$ cat src/rtl/mio_pkg.sv
// Shared types and constants for the memory/IO bus controller.
package mio_pkg;

  localparam int CNT_W = 8;

  typedef enum logic [1:0] {
    ST_IDLE    = 2'd0,
    ST_RAM_ACC = 2'd1,
    ST_IO_ACC  = 2'd2,
    ST_DONE    = 2'd3
  } state_t;

  localparam logic [3:0]  IO_REGION_DEFAULT = 4'hE;
  localparam logic [31:0] ERR_RDATA         = 32'h0000_0000;

endpackage

$ cat src/rtl/mio_wait_timer.sv
// Loadable wait counter shared by the RAM wait-state count (down) and the
// IO timeout count (up). Direction is captured on load.
module mio_wait_timer
  import mio_pkg::*;
(
  input  logic             clk,
  input  logic             reset,
  input  logic             load,
  input  logic             load_up,
  input  logic [CNT_W-1:0] load_val,
  input  logic [CNT_W-1:0] limit,
  input  logic             en,
  output logic             term
);

  logic [CNT_W-1:0] count_q, count_d;
  logic             up_q, up_d;

  always_comb begin
    count_d = count_q;
    up_d    = up_q;
    if (load) begin
      count_d = load_val;
      up_d    = load_up;
    end else if (en) begin
      count_d = up_q ? count_q + 8'd1 : count_q - 8'd1;
    end else begin
      count_d = count_q;
    end
  end

  always_ff @(posedge clk) begin
    if (reset) begin
      count_q <= '0;
      up_q    <= 1'b0;
    end else begin
      count_q <= count_d;
      up_q    <= up_d;
    end
  end

  assign term = up_q ? (count_q == limit) : (count_q == 8'd0);

endmodule

$ cat src/rtl/mio_bus_ctrl.sv
// Memory/IO bus controller: decodes CPU accesses to RAM or the peripheral bus,
// inserts wait states, returns read data with a one-cycle mio_ready pulse.
// Define MIO_ALIGN_CHECK_EN to reject misaligned (addr[1:0] != 0) requests.
module mio_bus_ctrl
  import mio_pkg::*;
#(
  parameter int         RAM_WAIT   = 1,
  parameter logic [3:0] IO_BASE    = IO_REGION_DEFAULT,
  parameter int         IO_TIMEOUT = 15
) (
  input  logic        clk,
  input  logic        reset,
  input  logic        cpu_mio,
  input  logic        mem_r,
  input  logic        mem_w,
  input  logic [31:0] addr_bus,
  input  logic [31:0] cpu_data_out,
  output logic [31:0] cpu_data_in,
  output logic        mio_ready,
  output logic        bus_err,
  output logic [9:0]  ram_addr,
  output logic        ram_we,
  output logic [31:0] ram_din,
  input  logic [31:0] ram_dout,
  output logic [31:0] io_addr,
  output logic        io_rd,
  output logic        io_wr,
  output logic [31:0] io_dout,
  input  logic [31:0] io_din,
  input  logic        io_ack
);

  localparam logic [CNT_W-1:0] RAM_WAIT_C = CNT_W'(RAM_WAIT);
  localparam logic [CNT_W-1:0] TO_LIMIT_C = CNT_W'(IO_TIMEOUT - 1);

  state_t      state_q, state_d;
  logic        wr_q, wr_d;
  logic [31:0] cpu_data_in_q, cpu_data_in_d;
  logic        mio_ready_q, mio_ready_d;
  logic        bus_err_q, bus_err_d;
  logic [9:0]  ram_addr_q, ram_addr_d;
  logic        ram_we_q, ram_we_d;
  logic [31:0] ram_din_q, ram_din_d;
  logic [31:0] io_addr_q, io_addr_d;
  logic        io_rd_q, io_rd_d;
  logic        io_wr_q, io_wr_d;
  logic [31:0] io_dout_q, io_dout_d;

  logic             tmr_load_s, tmr_up_s, tmr_en_s, tmr_term_s;
  logic [CNT_W-1:0] tmr_val_s;
  logic             misaligned_s;

`ifdef MIO_ALIGN_CHECK_EN
  assign misaligned_s = (addr_bus[1:0] != 2'b00);
`else
  assign misaligned_s = 1'b0;
`endif

  mio_wait_timer u_timer (
    .clk      (clk),
    .reset    (reset),
    .load     (tmr_load_s),
    .load_up  (tmr_up_s),
    .load_val (tmr_val_s),
    .limit    (TO_LIMIT_C),
    .en       (tmr_en_s),
    .term     (tmr_term_s)
  );

  always_comb begin
    state_d       = state_q;
    wr_d          = wr_q;
    cpu_data_in_d = cpu_data_in_q;
    mio_ready_d   = 1'b0;
    bus_err_d     = 1'b0;
    ram_addr_d    = ram_addr_q;
    ram_we_d      = 1'b0;
    ram_din_d     = ram_din_q;
    io_addr_d     = io_addr_q;
    io_rd_d       = io_rd_q;
    io_wr_d       = io_wr_q;
    io_dout_d     = io_dout_q;
    tmr_load_s    = 1'b0;
    tmr_up_s      = 1'b0;
    tmr_en_s      = 1'b0;
    tmr_val_s     = '0;
    case (state_q)
      ST_IDLE: begin
        if (cpu_mio && (mem_r ^ mem_w)) begin
          if (misaligned_s) begin
            state_d       = ST_DONE;
            mio_ready_d   = 1'b1;
            bus_err_d     = 1'b1;
            cpu_data_in_d = ERR_RDATA;
          end else if (addr_bus[31:28] == IO_BASE) begin
            state_d    = ST_IO_ACC;
            wr_d       = mem_w;
            io_addr_d  = addr_bus;
            io_dout_d  = cpu_data_out;
            io_rd_d    = mem_r;
            io_wr_d    = mem_w;
            tmr_load_s = 1'b1;
            tmr_up_s   = 1'b1;
          end else begin
            state_d    = ST_RAM_ACC;
            wr_d       = mem_w;
            ram_addr_d = addr_bus[11:2];
            ram_din_d  = cpu_data_out;
            ram_we_d   = mem_w;
            tmr_load_s = 1'b1;
            tmr_val_s  = RAM_WAIT_C;
          end
        end else if (cpu_mio && mem_r && mem_w) begin
          state_d     = ST_DONE;
          mio_ready_d = 1'b1;
          bus_err_d   = 1'b1;
        end else begin
          state_d = ST_IDLE;
        end
      end
      ST_RAM_ACC: begin
        if (tmr_term_s) begin
          if (!wr_q) begin
            cpu_data_in_d = ram_dout;
          end else begin
            cpu_data_in_d = cpu_data_in_q;
          end
          state_d     = ST_DONE;
          mio_ready_d = 1'b1;
        end else begin
          tmr_en_s = 1'b1;
        end
      end
      // An ack arriving on the timeout cycle still completes the access cleanly.
      ST_IO_ACC: begin
        if (io_ack) begin
          if (!wr_q) begin
            cpu_data_in_d = io_din;
          end else begin
            cpu_data_in_d = cpu_data_in_q;
          end
          io_rd_d     = 1'b0;
          io_wr_d     = 1'b0;
          state_d     = ST_DONE;
          mio_ready_d = 1'b1;
        end else if (tmr_term_s) begin
          io_rd_d       = 1'b0;
          io_wr_d       = 1'b0;
          cpu_data_in_d = ERR_RDATA;
          state_d       = ST_DONE;
          mio_ready_d   = 1'b1;
          bus_err_d     = 1'b1;
        end else begin
          tmr_en_s = 1'b1;
        end
      end
      ST_DONE: begin
        state_d = ST_IDLE;
      end
      default: begin
        state_d = ST_IDLE;
      end
    endcase
  end

  always_ff @(posedge clk) begin
    if (reset) begin
      state_q       <= ST_IDLE;
      wr_q          <= 1'b0;
      cpu_data_in_q <= 32'h0000_0000;
      mio_ready_q   <= 1'b0;
      bus_err_q     <= 1'b0;
      ram_addr_q    <= 10'd0;
      ram_we_q      <= 1'b0;
      ram_din_q     <= 32'h0000_0000;
      io_addr_q     <= 32'h0000_0000;
      io_rd_q       <= 1'b0;
      io_wr_q       <= 1'b0;
      io_dout_q     <= 32'h0000_0000;
    end else begin
      state_q       <= state_d;
      wr_q          <= wr_d;
      cpu_data_in_q <= cpu_data_in_d;
      mio_ready_q   <= mio_ready_d;
      bus_err_q     <= bus_err_d;
      ram_addr_q    <= ram_addr_d;
      ram_we_q      <= ram_we_d;
      ram_din_q     <= ram_din_d;
      io_addr_q     <= io_addr_d;
      io_rd_q       <= io_rd_d;
      io_wr_q       <= io_wr_d;
      io_dout_q     <= io_dout_d;
    end
  end

  assign cpu_data_in = cpu_data_in_q;
  assign mio_ready   = mio_ready_q;
  assign bus_err     = bus_err_q;
  assign ram_addr    = ram_addr_q;
  assign ram_we      = ram_we_q;
  assign ram_din     = ram_din_q;
  assign io_addr     = io_addr_q;
  assign io_rd       = io_rd_q;
  assign io_wr       = io_wr_q;
  assign io_dout     = io_dout_q;

endmodule

$ cat config.mk
export PLATFORM = sky130hd
export DESIGN_NAME = mio_bus_ctrl
export DESIGN_NICKNAME = d
export VERILOG_FILES = /design/src/rtl/mio_pkg.sv /design/src/rtl/mio_wait_timer.sv /design/src/rtl/mio_bus_ctrl.sv
export SDC_FILE = /design/constraint.sdc
export NUM_CORES = 1
export LEC_CHECK = 0
export CORE_AREA = 8 8 157 159
export CTS_CLUSTER_SIZE = 20
export DETAILED_ROUTE_END_ITERATION = 12
export DIE_AREA = 0 0 165 167
export SKIP_CTS_REPAIR_TIMING = 1
export SYNTH_ARGS = -nofsm -noshare
export SYNTH_HDL_FRONTEND = slang
export SYNTH_HIERARCHICAL = 1
export SYNTH_SLANG_ARGS = --single-unit
$ cat constraint.sdc
create_clock -name clk -period 3.6 [get_ports clk]
set_clock_uncertainty 0.15 [all_clocks]
set_input_delay 0.72 -clock clk [delete_from_list [all_inputs] [get_ports clk]]
set_output_delay 0.72 -clock clk [all_outputs]
set_load 0.01 [all_outputs]
* After elaboration in Yosys (flattened, before gate mapping) *
Index checks and enable logic that the tools add are counted.

word-level totals
  register bits after elaboration = 155
  input bits = 134
  output and inout bits = 143
  word-level logic and storage cells = 87

cells by class
  $add $sub $neg = 2
  equality and inequality tests = 11
  multiplexer cells = 42
  bitwise operators = 4
  reductions and logical operators = 14

operator list
  kind                 number
  $mux 32              5
  $pmux 32 s2          1
  $mux 8               3
  $mux 1               22
  $mux 2               5
  $add 8x1->8 const B  1
  $eq 8x4->1 const B   1
  $logic_not 8->1      1
  $ne 2x2->1 const B   4
  $pmux 1 s2           4
  $pmux 2 s4           1
  $sub 8x1->8 const B  1
  $ne 3x3->1 const B   2
  $reduce_and 3->1     2
  $reduce_bool 2->1    3
  $reduce_and 5->1     1
  $eq 2x2->1 const B   2
  $eq 4x4->1 const B   1
  $reduce_and 4->1     1
  $reduce_or 4->1      1
  $logic_and 1x1->1    3
  $not 1->1            3
  $pmux 1 s3           1
  $eq 2x1->1 const B   1
  3 further kinds      3

* Longest topological paths before layout *
  depth after elaboration = 7
  gate-level depth with buffers = 10
  gate-level depth less buffers = 9

* Cells and area by module *
Netlist, hierarchy kept.

modules (own cells, without submodules)
  module          times used  cells an instance  area an instance (µm²)  seq. area each (µm²)
  mio_bus_ctrl    1           699                5646.7                  2922.8
  mio_wait_timer  1           103                857.1                   180.2

* Worst setup path before layout *
No wires, ideal clock.

  path type = register to register
  start point = register u_timer.count_q[2]
  end point = register cpu_data_in_q[15] (netlist: cpu_data_in[15])
  setup time = 0.136 ns
  arrival time = 2.275 ns
  required time = 3.314 ns
  setup slack = 1.040 ns
  cell stages (with the launch flop) = 10
  path buffers = 2
  clock period less this slack = 2.560 ns
  cells stage by stage = dfxtp_1 xnor2_1 nand3_1 o41ai_1 nand2_1 a21oi_1 or2_2 buf_2 buf_2 a211oi_1

between the ends
  word-level cells in the longest chain between the ends = 4

RTL lines
  element                                                    RTL line              RTL
  start: declaration                                         mio_wait_timer.sv:16  logic [CNT_W-1:0] count_q, count_d;
  start signal: assignment                                   mio_wait_timer.sv:37  count_q <= count_d;
  $eq 8x4->1 or $logic_not 8->1 (tied branches)              mio_wait_timer.sv:42  assign term = up_q ? (count_q == limit) : (count_q == 8'd0);
  $mux 1 (*)                                                 mio_wait_timer.sv:42
  named net tmr_term_s                                       mio_bus_ctrl.sv:49    logic tmr_load_s, tmr_up_s, tmr_en_s, tmr_term_s;
  $ne 3x3->1 (no source line) or $ne 2x2->1 (tied branches)  n/a
  $reduce_and 5->1 (no source line) (*)                      n/a
  end signal: assignment                                     mio_bus_ctrl.sv:183   cpu_data_in_q <= cpu_data_in_d;
  end: declaration                                           mio_bus_ctrl.sv:38    logic [31:0] cpu_data_in_q, cpu_data_in_d;

Mark *: on every way through the listed nets, which the timed path passes. The rest lies on a longest branch.
A chain may end at the register's enable or synchronous reset.

* Final worst setup path *
  start point = register state_q[0]
  end point = register u_timer.count_q[7]

between the ends
  word-level cells in the longest chain between the ends = 3

RTL lines
  element                                   RTL line             RTL
  start: declaration                        mio_bus_ctrl.sv:36   state_t state_q, state_d;
  start signal: assignment                  mio_bus_ctrl.sv:181  state_q <= state_d;
  $eq 2x2->1 or $eq 2x1->1 (tied branches)  mio_bus_ctrl.sv:87   case (state_q)
  $pmux 1 s2 (*)                            mio_bus_ctrl.sv:87
  named net tmr_en_s                        mio_bus_ctrl.sv:49
  $reduce_bool 2->1 (no source line) (*)    n/a

Marks and branches as above.

==> run_results.csv <==
group,metric,value,unit
run_status,outcome,"completed",
flow_run,cap_violations,0,
worst_setup_path,reg2reg_from,"state_q[0]",
floorplan,core-area,22230,sq um
clocking,clock_sinks,155,
worst_setup_path,cp_slowest_cell,"dfxtp_1",
synth,yosysMostFrequentCell,"nand2_1",
grt,grt.overflow.total,0,
placed_design,gp_congestion,0.8007,
timing,drv_slew,0,
worst_setup_path,crit_fanout,11,
clocking,clkSlewWorstSetupHoldPaths,0.07,ns
timing,min_period,2.703,ns
worst_setup_path,crit_buf_inv,2,
power_and_ir_drop,max-vdd-ir-drop,0.2919,mV
worst_setup_path,cp-start-kind,"flip-flop",
grt,grt_max_degree,91,
clocking,cts_tree,"yes",
clocking,clock_latency,0.42,ns
power_and_ir_drop,fin_total_pwr,4482,uW
worst_setup_path,r2r_cells,10,
synth,ys_async_sr_fraction,0,%
placed_design,dpl_cell_area,9568,sq um
worst_setup_path,endpoint_kind,"flip-flop",
detailed_routing,antenna_left,0,
clocking,cts_made_buffers,17,
detailed_routing,wl_per_cell,16.48,um
layout,final_nets,1214,
power_and_ir_drop,switching_share,27.39,%
timing,period_share,75.08,%
timing,hold_violations,0,
timing,setup_ws,0.8969,ns
power_and_ir_drop,leakage,0.003522,uW
worst_setup_path,r2r-end,"u_timer/count_q[7]",
worst_setup_path,crit_family,"simple AND/OR/NAND/NOR gates",
worst_setup_path,cp_slowest_stage_delay,0.36,ns
worst_hold_path,min_from,"ram_din[0]",
clocking,cts.path.max_buffers,2,
synth,synth_cell_types,53,
worst_hold_path,holdPathStages,2,
detailed_routing,avgViaCountPerCell,4.629,
placed_design,portBuffers,276,
power_and_ir_drop,clkPwrFrac,39.3,%
timing,worst_pin_slew,0.8155,ns
worst_setup_path,cp.depth,10,
layout,area_delta_synth_final,55.94,%
layout,nFillCells,2219,
timing,maxSlewHeadroom,45.63,%
synth,synth_area,6504,sq um
detailed_routing,drt_iter0_markers,332,
synth,synth_cells,802,
worst_setup_path,cp_data_arrival_time,2.90,ns
timing,tns,0,ns
synth,synth_top_area_share,47.71,%
worst_setup_path,worst_path_most_repeated_cell,"o211ai_1",
worst_setup_path,crit_chain,"inv_1, ha_1, nor2b_1, nor2_1, nor3b_1, buf_4, nor3b_4, o211ai_1, mux2_2, o211ai_1",
synth,synth-seq-area-share,47.71,%
synth,yosys_warnings,6,
timing,rsz0062_at_grt,"false",
grt,grt_pass1_wl,35.31,mm
clocking,cts-root-buf,"clkbuf_16",
power_and_ir_drop,intPower,3255,uW
worst_setup_path,path_class,"flip-flop to flip-flop",
synth,ys_ff_latch,155,
timing,setup_viol,0,
synth,syn_avg_cell_area,8.109,sq um
grt,grt_pass1_vias,6210,
placed_design,dp_slack,0.6446,ns
detailed_routing,wirelength,22.49,mm
power_and_ir_drop,comb_power_share,18.9,%
detailed_routing,firstDrtPassIters,4,
layout,drive_above_1_share,5.746,%
worst_setup_path,rrSetupSlack,0.90,ns
power_and_ir_drop,power.switching,1228,uW
detailed_routing,drc,0,
worst_setup_path,crit_required,3.80,ns
clocking,htreeDepth,4,
floorplan,die_x,165,um
floorplan,ios,277,
grt,antenna_found_initial,1,
power_and_ir_drop,seq_power_share,41.8,%
floorplan,fp.dieArea,27560,sq um
floorplan,placement_rows,55,
floorplan,die_h,167,um
synth,synth_edf_count,0,
detailed_routing,dr_total_vias,6319,
synth,synthTopCellsByCount,"nand2_1 (210), dfxtp_1 (155), a21oi_1 (151)",
timing,fmax,0.3700,GHz
synth,synth-main-ff-cell,"dfxtp_1",
grt,track_usage,16.04,%
power_and_ir_drop,powerDensity,442.0,nW/um^2
placed_design,dp_hpwl,15.93,mm
floorplan,initial_utilization,29.26,%
synth,synthTopCellsByArea,"dfxtp_1 (48%), nand2_1 (12%), a21oi_1 (12%)",
worst_hold_path,hp-class,"flip-flop to flip-flop",
synth,synth_largest_area_cell,"dfxtp_1",
layout,fin_area,10140,sq um
worst_hold_path,whs_endpoint,"ram_din[0]",
==> cell families after synthesis <==
group | after synthesis | synth area share, %
AND/OR/NAND/NOR | 338 | 24.09
AO/OA/AOI/OAI | 212 | 18.60
flip-flops | 155 | 47.71
buffers and inverters | 64 | 4.328
adder cells (fa/ha/maj) | 13 | 2.616
XOR/XNOR | 13 | 1.751
multiplexers | 5 | 0.7888
other | 2 | 0.1155
==> metrics by stage <==
step	instances	utilization [%]	hold WS (ns)
global route	1365	45.63	0.3208
global placement	1333	43.05	0.2899
detailed placement	1333	43.05	0.2957
floorplan	815	-	0.3035
CTS	1364	45.62	0.3050
finish	1365	45.63	0.3023
==> layer usage <==
metal	wire [um]	track usage (%)	vias up
met5	0	0	-
met4	410	5.055	0
met3	1694	5.498	24
met2	10850	26.18	161
met1	9541	19.32	2892
li1	-	-	3242
==> area by class of cell <==
type                            instances  area [sq um]  area share, %
Multi-Input combinational cell        596          3172          31.27
Sequential cell                       155          3103          30.59
Timing Repair Buffer                  292          2918          28.77
Clock buffer                           18         439.2          4.330
Tap cell                              285         356.6          3.516
Clock inverter                         13         132.6          1.308
Inverter                                5         18.77         0.1850
Antenna cell                            1         2.502        0.02467
==> state kept, by name (all words and copies together) (netlist names) <==
name / flops
cpu_data_in: 32
io_addr: 32
io_dout: 32
ram_din: 32
ram_addr: 10
u_timer/count_q: 8
state_q: 2
bus_err: 1
io_rd: 1
io_wr: 1
mio_ready: 1
ram_we: 1
u_timer/up_q: 1
wr_q: 1
==> power groups by stage <==
stage,Sequential (uW),Combinational (uW),Clock (uW)
after floorplan,1950,366,0
after global placement,1910,854,0
after detailed placement,1910,856,0
after CTS,1870,860,1810
after global routing,1890,926,1890
final,1870,848,1760
==> worst max-delay path by stage <==
| stage | from | endpoint |
|---|---|---|
| 6_report | state_q[0] | u_timer/count_q[7] |
| 2_1_floorplan | u_timer/count_q[2] | cpu_data_in[15] |
| 5_1_grt | state_q[0] | u_timer/count_q[7] |
| 3_3_place_gp | io_ack | u_timer/count_q[7] |
| 4_1_cts | state_q[0] | u_timer/count_q[7] |
| 3_5_place_dp | io_ack | u_timer/count_q[7] |
==> cells in the final DEF, fill, tap and decap left out, drive strengths merged, types with 5 or more instances in the layout <==
cell type,n
clkdlybuf4s50,275
nand2,210
dfxtp,155
a21oi,152
a211oi,34
nor3,33
nor2b,30
nor2,19
clkbuf,18
buf,17
conb,15
ha,12
inv,12
xnor2,11
nor3b,9
nand3,7
o21ai,7
nand2b,6
or3b,6
o21a,5
==> worst reg2reg max path, stage by stage (launching register included) <==
cell,delay [ns]
dfxtp_1,0.36
inv_1,0.12
ha_1,0.33
nor2b_1,0.24
nor2_1,0.06
nor3b_1,0.27
buf_4,0.24
nor3b_4,0.33
o211ai_1,0.17
mux2_2,0.30
o211ai_1,0.08
No activity file was read; power rests on OpenSTA's default activity.
